[src/rtl/pc_ctrl_pkg.sv]
// pc_ctrl_pkg: shared widths and hold-level constants for the pipeline control slice.
//   PC_CPU_W   - address/data width
//   PC_HOLD_W  - width of the hold-level bus
//   HOLD_*     - hold levels driven to the PC / IF / ID stages (higher = deeper stall)
//   sat_dec3   - 3-bit decrement that stops at zero
package pc_ctrl_pkg;

  localparam int PC_CPU_W  = 32;
  localparam int PC_HOLD_W = 3;

  localparam logic [PC_HOLD_W-1:0] HOLD_NONE = PC_HOLD_W'(0);
  localparam logic [PC_HOLD_W-1:0] HOLD_PC   = PC_HOLD_W'(1);
  localparam logic [PC_HOLD_W-1:0] HOLD_IF   = PC_HOLD_W'(2);
  localparam logic [PC_HOLD_W-1:0] HOLD_ID   = PC_HOLD_W'(3);

  function automatic logic [2:0] sat_dec3(input logic [2:0] val);
    return (val == 3'd0) ? 3'd0 : val - 3'd1;
  endfunction

endpackage

[src/rtl/pc_redirect_buf.sv]
// pc_redirect_buf: holds one buffered redirect target while the bus is stalled and
// merges it with any redirect request arriving in the current cycle.
//   clk, rst           - core clock, asynchronous active-low reset
//   trap_req_i/addr_i  - trap redirect request and target (highest priority)
//   ex_req_i/addr_i    - execute-stage jump request and target
//   store_i            - capture the merged request into the buffer
//   clear_i            - drop the buffered request (it is being issued)
//   sel_valid_o        - a redirect (buffered or new) is available this cycle
//   sel_addr_o         - target of that redirect after priority merge
module pc_redirect_buf #(
  parameter int CPU_W = 32
) (
  input  logic             clk,
  input  logic             rst,
  input  logic             trap_req_i,
  input  logic [CPU_W-1:0] trap_addr_i,
  input  logic             ex_req_i,
  input  logic [CPU_W-1:0] ex_addr_i,
  input  logic             store_i,
  input  logic             clear_i,
  output logic             sel_valid_o,
  output logic [CPU_W-1:0] sel_addr_o
);

  logic             valid_q, valid_d;
  logic             trap_q, trap_d;
  logic [CPU_W-1:0] addr_q, addr_d;

  logic             req_any;
  logic [CPU_W-1:0] req_addr;
  logic             take_new;
  logic             sel_trap;

  always_comb begin
    req_any  = trap_req_i | ex_req_i;
    req_addr = trap_req_i ? trap_addr_i : ex_addr_i;
    // A new request replaces the buffer unless it is an execute jump trying
    // to displace a buffered trap target.
    take_new = req_any & (~valid_q | trap_req_i | ~trap_q);

    sel_valid_o = valid_q | req_any;
    sel_trap    = take_new ? trap_req_i : trap_q;
    sel_addr_o  = take_new ? req_addr   : addr_q;

    valid_d = valid_q;
    trap_d  = trap_q;
    addr_d  = addr_q;
    if (clear_i) begin
      valid_d = 1'b0;
    end else if (store_i) begin
      valid_d = 1'b1;
      trap_d  = sel_trap;
      addr_d  = sel_addr_o;
    end
  end

  always_ff @(posedge clk or negedge rst) begin
    if (!rst) begin
      valid_q <= 1'b0;
      trap_q  <= 1'b0;
      addr_q  <= '0;
    end else begin
      valid_q <= valid_d;
      trap_q  <= trap_d;
      addr_q  <= addr_d;
    end
  end

endmodule

[src/rtl/pc_ctrl.sv]
// pc_ctrl: program-counter redirect sequencing and stall merging.
//   clk, rst          - core clock, asynchronous active-low reset
//   exJumpReqIn/Addr  - execute-stage branch/jump taken and target
//   trapReqIn/Addr    - trap/interrupt/mret redirect and target
//   busHoldIn         - bus not ready (stall, also defers redirects)
//   exHoldIn          - multi-cycle execute busy
//   trapHoldIn        - trap sequencer writing CSRs
//   jumpFlagOut       - one-cycle PC load strobe (registered)
//   jumpAddrOut       - PC load value, holds between strobes (registered)
//   holdFlagOut       - combinational hold level, max of all requesters
//   flushOut          - invalidate IF/ID (registered)
//   pendingOut        - a redirect is buffered waiting for the bus (registered)
//
// state | meaning
// RUN   | idle, no redirect in flight
// WAIT  | redirect buffered, bus still stalled
// ISSUE | cycle in which jumpFlagOut is high
// FLUSH | flush window counting down after an issue
module pc_ctrl
  import pc_ctrl_pkg::*;
#(
  parameter int CPU_W        = PC_CPU_W,
  parameter int HOLD_W       = PC_HOLD_W,
  parameter int FLUSH_CYCLES = 2
) (
  input  logic              clk,
  input  logic              rst,
  input  logic              exJumpReqIn,
  input  logic [CPU_W-1:0]  exJumpAddrIn,
  input  logic              trapReqIn,
  input  logic [CPU_W-1:0]  trapAddrIn,
  input  logic              busHoldIn,
  input  logic              exHoldIn,
  input  logic              trapHoldIn,
  output logic              jumpFlagOut,
  output logic [CPU_W-1:0]  jumpAddrOut,
  output logic [HOLD_W-1:0] holdFlagOut,
  output logic              flushOut,
  output logic              pendingOut
);

  localparam logic [1:0] ST_RUN   = 2'd0;
  localparam logic [1:0] ST_WAIT  = 2'd1;
  localparam logic [1:0] ST_ISSUE = 2'd2;
  localparam logic [1:0] ST_FLUSH = 2'd3;

  localparam logic [2:0] FLUSH_LOAD = 3'(FLUSH_CYCLES);

  logic [1:0]       state_q, state_d;
  logic             jump_flag_q, jump_flag_d;
  logic [CPU_W-1:0] jump_addr_q, jump_addr_d;
  logic             flush_q, flush_d;
  logic             pending_q, pending_d;
  logic [2:0]       flush_cnt_q, flush_cnt_d;

  logic [PC_HOLD_W-1:0] hold_lvl;
  logic                 sel_valid;
  logic [CPU_W-1:0]     sel_addr;
  logic                 issue;
  logic                 park;
  logic [2:0]           cnt_dec;

  always_comb begin
    hold_lvl = HOLD_NONE;
    if (trapHoldIn)              hold_lvl = HOLD_IF;
    if (busHoldIn || exHoldIn)   hold_lvl = HOLD_ID;
  end

  assign holdFlagOut = HOLD_W'(hold_lvl);

  pc_redirect_buf #(.CPU_W(CPU_W)) u_redirect_buf (
    .clk         (clk),
    .rst         (rst),
    .trap_req_i  (trapReqIn),
    .trap_addr_i (trapAddrIn),
    .ex_req_i    (exJumpReqIn),
    .ex_addr_i   (exJumpAddrIn),
    .store_i     (park),
    .clear_i     (issue),
    .sel_valid_o (sel_valid),
    .sel_addr_o  (sel_addr)
  );

  // Redirects are accepted in every state; the only thing that defers one is
  // the bus stall, in which case the merged target is parked in the buffer.
  assign issue = sel_valid & ~busHoldIn;
  assign park  = sel_valid &  busHoldIn;

  always_comb begin
    cnt_dec     = sat_dec3(flush_cnt_q);
    state_d     = state_q;
    jump_flag_d = 1'b0;
    jump_addr_d = jump_addr_q;
    // The counter keeps draining in WAIT so an earlier flush window still
    // ends on time if a new redirect gets parked behind the bus.
    flush_cnt_d = cnt_dec;

    if (issue) begin
      state_d     = ST_ISSUE;
      jump_flag_d = 1'b1;
      jump_addr_d = sel_addr;
      flush_cnt_d = FLUSH_LOAD;
    end else if (park) begin
      state_d = ST_WAIT;
    end else begin
      case (state_q)
        ST_ISSUE: state_d = ST_FLUSH;
        ST_FLUSH: state_d = (cnt_dec == 3'd0) ? ST_RUN : ST_FLUSH;
        default:  state_d = ST_RUN;
      endcase
    end

    // Counter holds the number of flush cycles still to show, including the
    // one being registered now.
    flush_d   = (flush_cnt_d != 3'd0);
    pending_d = park;
  end

  always_ff @(posedge clk or negedge rst) begin
    if (!rst) begin
      state_q     <= ST_RUN;
      jump_flag_q <= 1'b0;
      jump_addr_q <= '0;
      flush_q     <= 1'b0;
      pending_q   <= 1'b0;
      flush_cnt_q <= 3'd0;
    end else begin
      state_q     <= state_d;
      jump_flag_q <= jump_flag_d;
      jump_addr_q <= jump_addr_d;
      flush_q     <= flush_d;
      pending_q   <= pending_d;
      flush_cnt_q <= flush_cnt_d;
    end
  end

  assign jumpFlagOut = jump_flag_q;
  assign jumpAddrOut = jump_addr_q;
  assign flushOut    = flush_q;
  assign pendingOut  = pending_q;

endmodule

[config.mk]
export PLATFORM = sky130hd
export DESIGN_NAME = pc_ctrl
export DESIGN_NICKNAME = d
export VERILOG_FILES = /design/src/rtl/pc_ctrl_pkg.sv /design/src/rtl/pc_redirect_buf.sv /design/src/rtl/pc_ctrl.sv
export SDC_FILE = /design/constraint.sdc
export NUM_CORES = 1
export LEC_CHECK = 0
export ABC_AREA = 0
export BUFFER_PORTS_ARGS = -buffer_cell sky130_fd_sc_hd__buf_4
export CORE_MARGIN = 2
export CORE_UTILIZATION = 35
export CTS_CLUSTER_SIZE = 10
export DETAILED_ROUTE_END_ITERATION = 10
export PLACE_DENSITY = 0.69
export SETUP_SLACK_MARGIN = 0.2
export SKIP_CTS_REPAIR_TIMING = 1
export SLEW_MARGIN = 20
export SYNTH_ARGS = -nofsm -noshare
export SYNTH_HDL_FRONTEND = slang
export SYNTH_SLANG_ARGS = --single-unit
[constraint.sdc]
create_clock -name clk -period 2.64 [get_ports clk]
set_input_delay 0.264 -clock clk [delete_from_list [all_inputs] [get_ports clk]]
set_output_delay 0.264 -clock clk [all_outputs]
set_load 0.02 [all_outputs]
## Yosys cells after proc, flatten, opt, wreduce, memory -nomap -nowiden

Cells that the tools add are included.

- Add/subtract/negate cells: 1
- Muxes and demuxes: 9
- Bitwise gates (word level): 11
- Reduce and logical (&&, ||, !) cells: 6

Operators by type and width:

| operator | number |
|---|---|
| $mux 32 | 2 |
| $mux 3 | 2 |
| $mux 2 | 2 |
| $not 1->1 | 4 |
| $or 1x1->1 | 4 |
| $and 1x1->1 | 3 |
| $logic_not 3->1 | 1 |
| $mux 1 | 3 |
| $reduce_and 3->1 | 1 |
| $reduce_bool 3->1 | 1 |
| $sub 3x1->3 const B | 1 |
| $reduce_and 2->1 | 1 |
| $reduce_bool 2->1 | 1 |
| $logic_or 1x1->1 | 1 |

- Register bits after elaboration: 72
- Bits of input ports: 71
- Output and inout bits: 38
- Logic and storage cells: 35

## Logic depth before layout (Yosys ltp)

- Depth after elaboration: 5
- Mapped depth: 6
- Depth with buffers taken out: 4

## Modules after synthesis

A second synthesis with hierarchy kept.

- Cell total of the unflattened synthesis: 235
- Area total of the unflattened synthesis: 3,724.8 sq um

Modules (own cells, without submodules):

| module | instances | cells each | area an instance (sq um) | sequential area each (sq um) |
|---|---|---|---|---|
| pc_redirect_buf | 1 | 148 | 2,190.9 | 850.8 |
| pc_ctrl | 1 | 87 | 1,534.0 | 950.9 |

## Worst setup path after synthesis

OpenSTA, ideal clock, no wires.

- Kind: flip-flop to flip-flop
- Start point: reg u_redirect_buf.valid_q
- End point: reg u_redirect_buf.addr_q[25]
- Library setup time: 128 ps
- Arrival time: 1,242 ps
- Data required time: 2,512 ps
- Path slack: 1,271 ps
- Cell stages (with the launch flop): 5
- Buffers on the path: 1
- Clock period less this slack: 1,369 ps
- Path through: dfrtp_1 -> a21boi_2 -> o21ai_2 -> buf_4 -> mux2_1

- Word-level cells in the longest chain between the ends: 5
- Elaborated cells between the ends (all ways): 10
- Those cells by class: mux: 1; bitwise: 8; reduce/logical: 1

RTL lines:

| item | line | RTL |
|---|---|---|
| start: declaration | pc_redirect_buf.sv:25 | `logic valid_q, valid_d;` |
| start signal: assignment | pc_redirect_buf.sv:63 | `valid_q <= valid_d;` |
| $not 1->1 | pc_redirect_buf.sv:39 | `take_new = req_any & (~valid_q \| trap_req_i \| ~trap_q);` |
| $or 1x1->1 (2 in a row) | pc_redirect_buf.sv:39 |  |
| $and 1x1->1 | pc_redirect_buf.sv:39 |  |
| $mux 32 | pc_redirect_buf.sv:43 | `sel_addr_o = take_new ? req_addr : addr_q;` |
| end signal: assignment | pc_redirect_buf.sv:65 | `addr_q <= addr_d;` |
| end: declaration | pc_redirect_buf.sv:27 | `logic [CPU_W-1:0] addr_q, addr_d;` |

Several ways; a longest one is shown, not always the timed one.
A chain may end at the register's enable or synchronous reset.

## Worst setup path after layout

- Start point: reg u_redirect_buf.valid_q
- End point: reg u_redirect_buf.addr_q[3]

Same word-level chain as after synthesis.

==> flow_metrics.tcl <==
set metrics [dict create \
    outcome "finished, final reports clean" \
    final_nets 482 \
    setup.worst_path.class "register to register" \
    setup_viol 0 \
    layout_commonest_cell "buf_4" \
    clk_path_buf_depth 2 \
    critPathMaxStageDelay_ps 490 \
    overflow 0 \
    rows 37 \
    cts_tree "yes" \
    synthSimpleGateAreaFrac_pct 6.52 \
    synth.distinct_cells 33 \
    post-route-period-util_pct 69.8 \
    synth_compound_area_share_pct 18.4 \
    async_reset_ff_share_pct 100 \
    hold_viol 0 \
    synth_seq_cells 72 \
    post-dp-hpwl_um 5860 \
    wl_per_cell_um 16.3 \
    irDropWorstVdd_v 0.000315 \
    layout-drive-gt1-share_pct 43.0 \
    htreeDepth 3 \
    reg2reg_depth 4 \
    fmax_mhz 542 \
    coreArea_sq_um 10200 \
    cts_buffers 9 \
    grt_pass1_wl_um 14800 \
    gp_congestion 0.718 \
    worst_slack_ps 797 \
    wl_um 9000 \
    cp_data_required_time_ps 2870 \
    cts_root_buffer "clkbuf_8" \
    die_w_um 106 \
    grt_antenna_before_repair 0 \
    cts.sink_count 72 \
    vias_per_cell 5.20 \
    io_pins 109 \
    drv_cap 0 \
    synthXorXnorAreaFrac_pct 0 \
    synth_area_leaders "dfrtp_1 50%, mux2_2 9.6%, mux2_1 8.1%" \
    synth_top_family_by_area "multiplexers" \
    die_area_sq_um 11200 \
    whs_ps 28.7 \
    syn_area_per_cell_sq_um 11.4 \
    grt_pass1_vias 3014 \
    synth_warnings 0 \
    clk_latency_ps 350 \
    fin_worst_skew_ps 9.90 \
    final_cell_mix "114 x buf_4, 72 x dfrtp_1, 32 x o21ai_0" \
    synth_top_area_share_pct 49.7 \
    numPortBuffers 107 \
    remaining_drc_errors 0 \
    synth_fa_ha_area_share_pct 0 \
    worstPathMaxFanout 16 \
    final_max_slew_viol_count 0 \
    synth-edff-count 0 \
    slowest_stage "o21ai_4" \
    syn_nets 389 \
    fill_cells 962 \
    syn_area_sq_um 3630 \
    ant_nets 0 \
    relSlewSlack_pct 38.6 \
    pwr_density_cell_nw_per_um2 673 \
    initial_core_util_pct 35.6 \
    grt_start_max_net_pins 73 \
    antenna_cells 0 \
    drt_iter0_drc 125 \
    critPathLaunchType "register" \
    critPathArrivalTime_ps 2070 \
    vias 2869 \
    period_minus_slack_ps 1840 \
    dr.pass1.iters 4 \
    die_y_um 106 \
    syn-instance-count 318 \
    synth_ff_type "dfrtp_1" \
    clk_pin_slew_ps 80 \
    power.leakage_nw 2.08 \
    yosys-mux-area-fraction_pct 19.4 \
    synth_top_area_cell "dfrtp_1" \
    setup-tns-final_ps 0 \
    post-place-ws_ps 788 \
    grt_usage_pct 16.5 \
    hold_class "input pin to async pin" \
    syn2layout_area_growth_pct 30.0 \
    rsz0062_at_grt "no" \
    crit_chain "a21boi_4, o21ai_4, buf_4, mux2_2" \
    ys_seq_area_share_pct 49.7 \
    tightest_slew_ps 921 \
    cp-end-kind "register" \
]
[metal layers]
metal	GRT usage, %	part of all wire [%]	vias up
met5	0	0	-
met4	4.89	1.2	0
met3	4.45	6.6	12
met2	27.7	48	106
met1	21.0	44	1399
li1	-	-	1352
[area by class of cell]
cell class	count	area, sq um	share of cell area [%]
Clock buffer	10	128	2.71
Clock inverter	6	108	2.28
Inverter	6	22.5	0.478
Multi-Input combinational cell	208	1630	34.6
Sequential cell	72	1800	38.2
Tap cell	136	170	3.61
Timing Repair Buffer	114	856	18.1
[registers in the layout, summed over array words and instances (netlist names)]
name	count
pendingOut	1
jumpAddrOut	32
u_redirect_buf.trap_q	1
flushOut	1
u_redirect_buf.valid_q	1
jumpFlagOut	1
flush_cnt_q	3
u_redirect_buf.addr_q	32
[path summary, 6_finish.rpt]
kind / startpoint / to / slack, ps
hold reg to reg: flush_cnt_q[0] / flush_cnt_q[0] / 480
setup reg to reg: u_redirect_buf.valid_q / u_redirect_buf.addr_q[3] / 800
hold / removal: rst / u_redirect_buf.addr_q[13] / 30
setup / recovery: u_redirect_buf.valid_q / u_redirect_buf.addr_q[3] / 800
max in group asynchronous: rst / flush_cnt_q[2] / 2000
min in group clk: exJumpAddrIn[1] / u_redirect_buf.addr_q[1] / 250
[cell usage after synthesis (3+ instances only)]
master	count
a21oi_1	28
a22o_1	3
a311oi_1	3
buf_2	8
buf_4	6
buf_6	4
clkbuf_1	13
dfrtp_1	72
inv_1	5
mux2_1	26
mux2_2	31
mux2i_1	6
nand2_1	3
nor2_1	3
nor3_1	29
o21ai_0	32
o31ai_1	19
o31ai_2	10
[kinds of logic after synthesis]
kind of cell / Yosys count
AO/OA/AOI/OAI: 100
buffers and inverters: 38
other: 1
flip-flops: 72
multiplexers: 63
AND/OR/NAND/NOR: 44
[metrics by stage]
stage	cell area, sq um	std cells	power (mW)	util (%)
final	4720	552	3.17	46.3
after global routing	4720	552	3.33	46.3
after CTS	4720	552	3.20	46.3
after detailed placement	4480	536	2.15	44.0
after global placement	4480	536	2.13	44.0
after floorplan	3630	318	1.82	-
[critical path: cells and delay by family, from the launching register on]
kind	cells	cell delay (ps)
flops	1	460
compound gates	2	580
mux	1	360
buf+inv	1	320
[power by group]
group | total [mW] | switching (mW) | leakage [nW] | internal, mW
Combinational | 0.751 | 0.397 | 1.10 | 0.354
Sequential | 1.37 | 0.0973 | 0.857 | 1.28
Clock | 1.05 | 0.423 | 0.116 | 0.625
(Power assumes the default switching activity.)
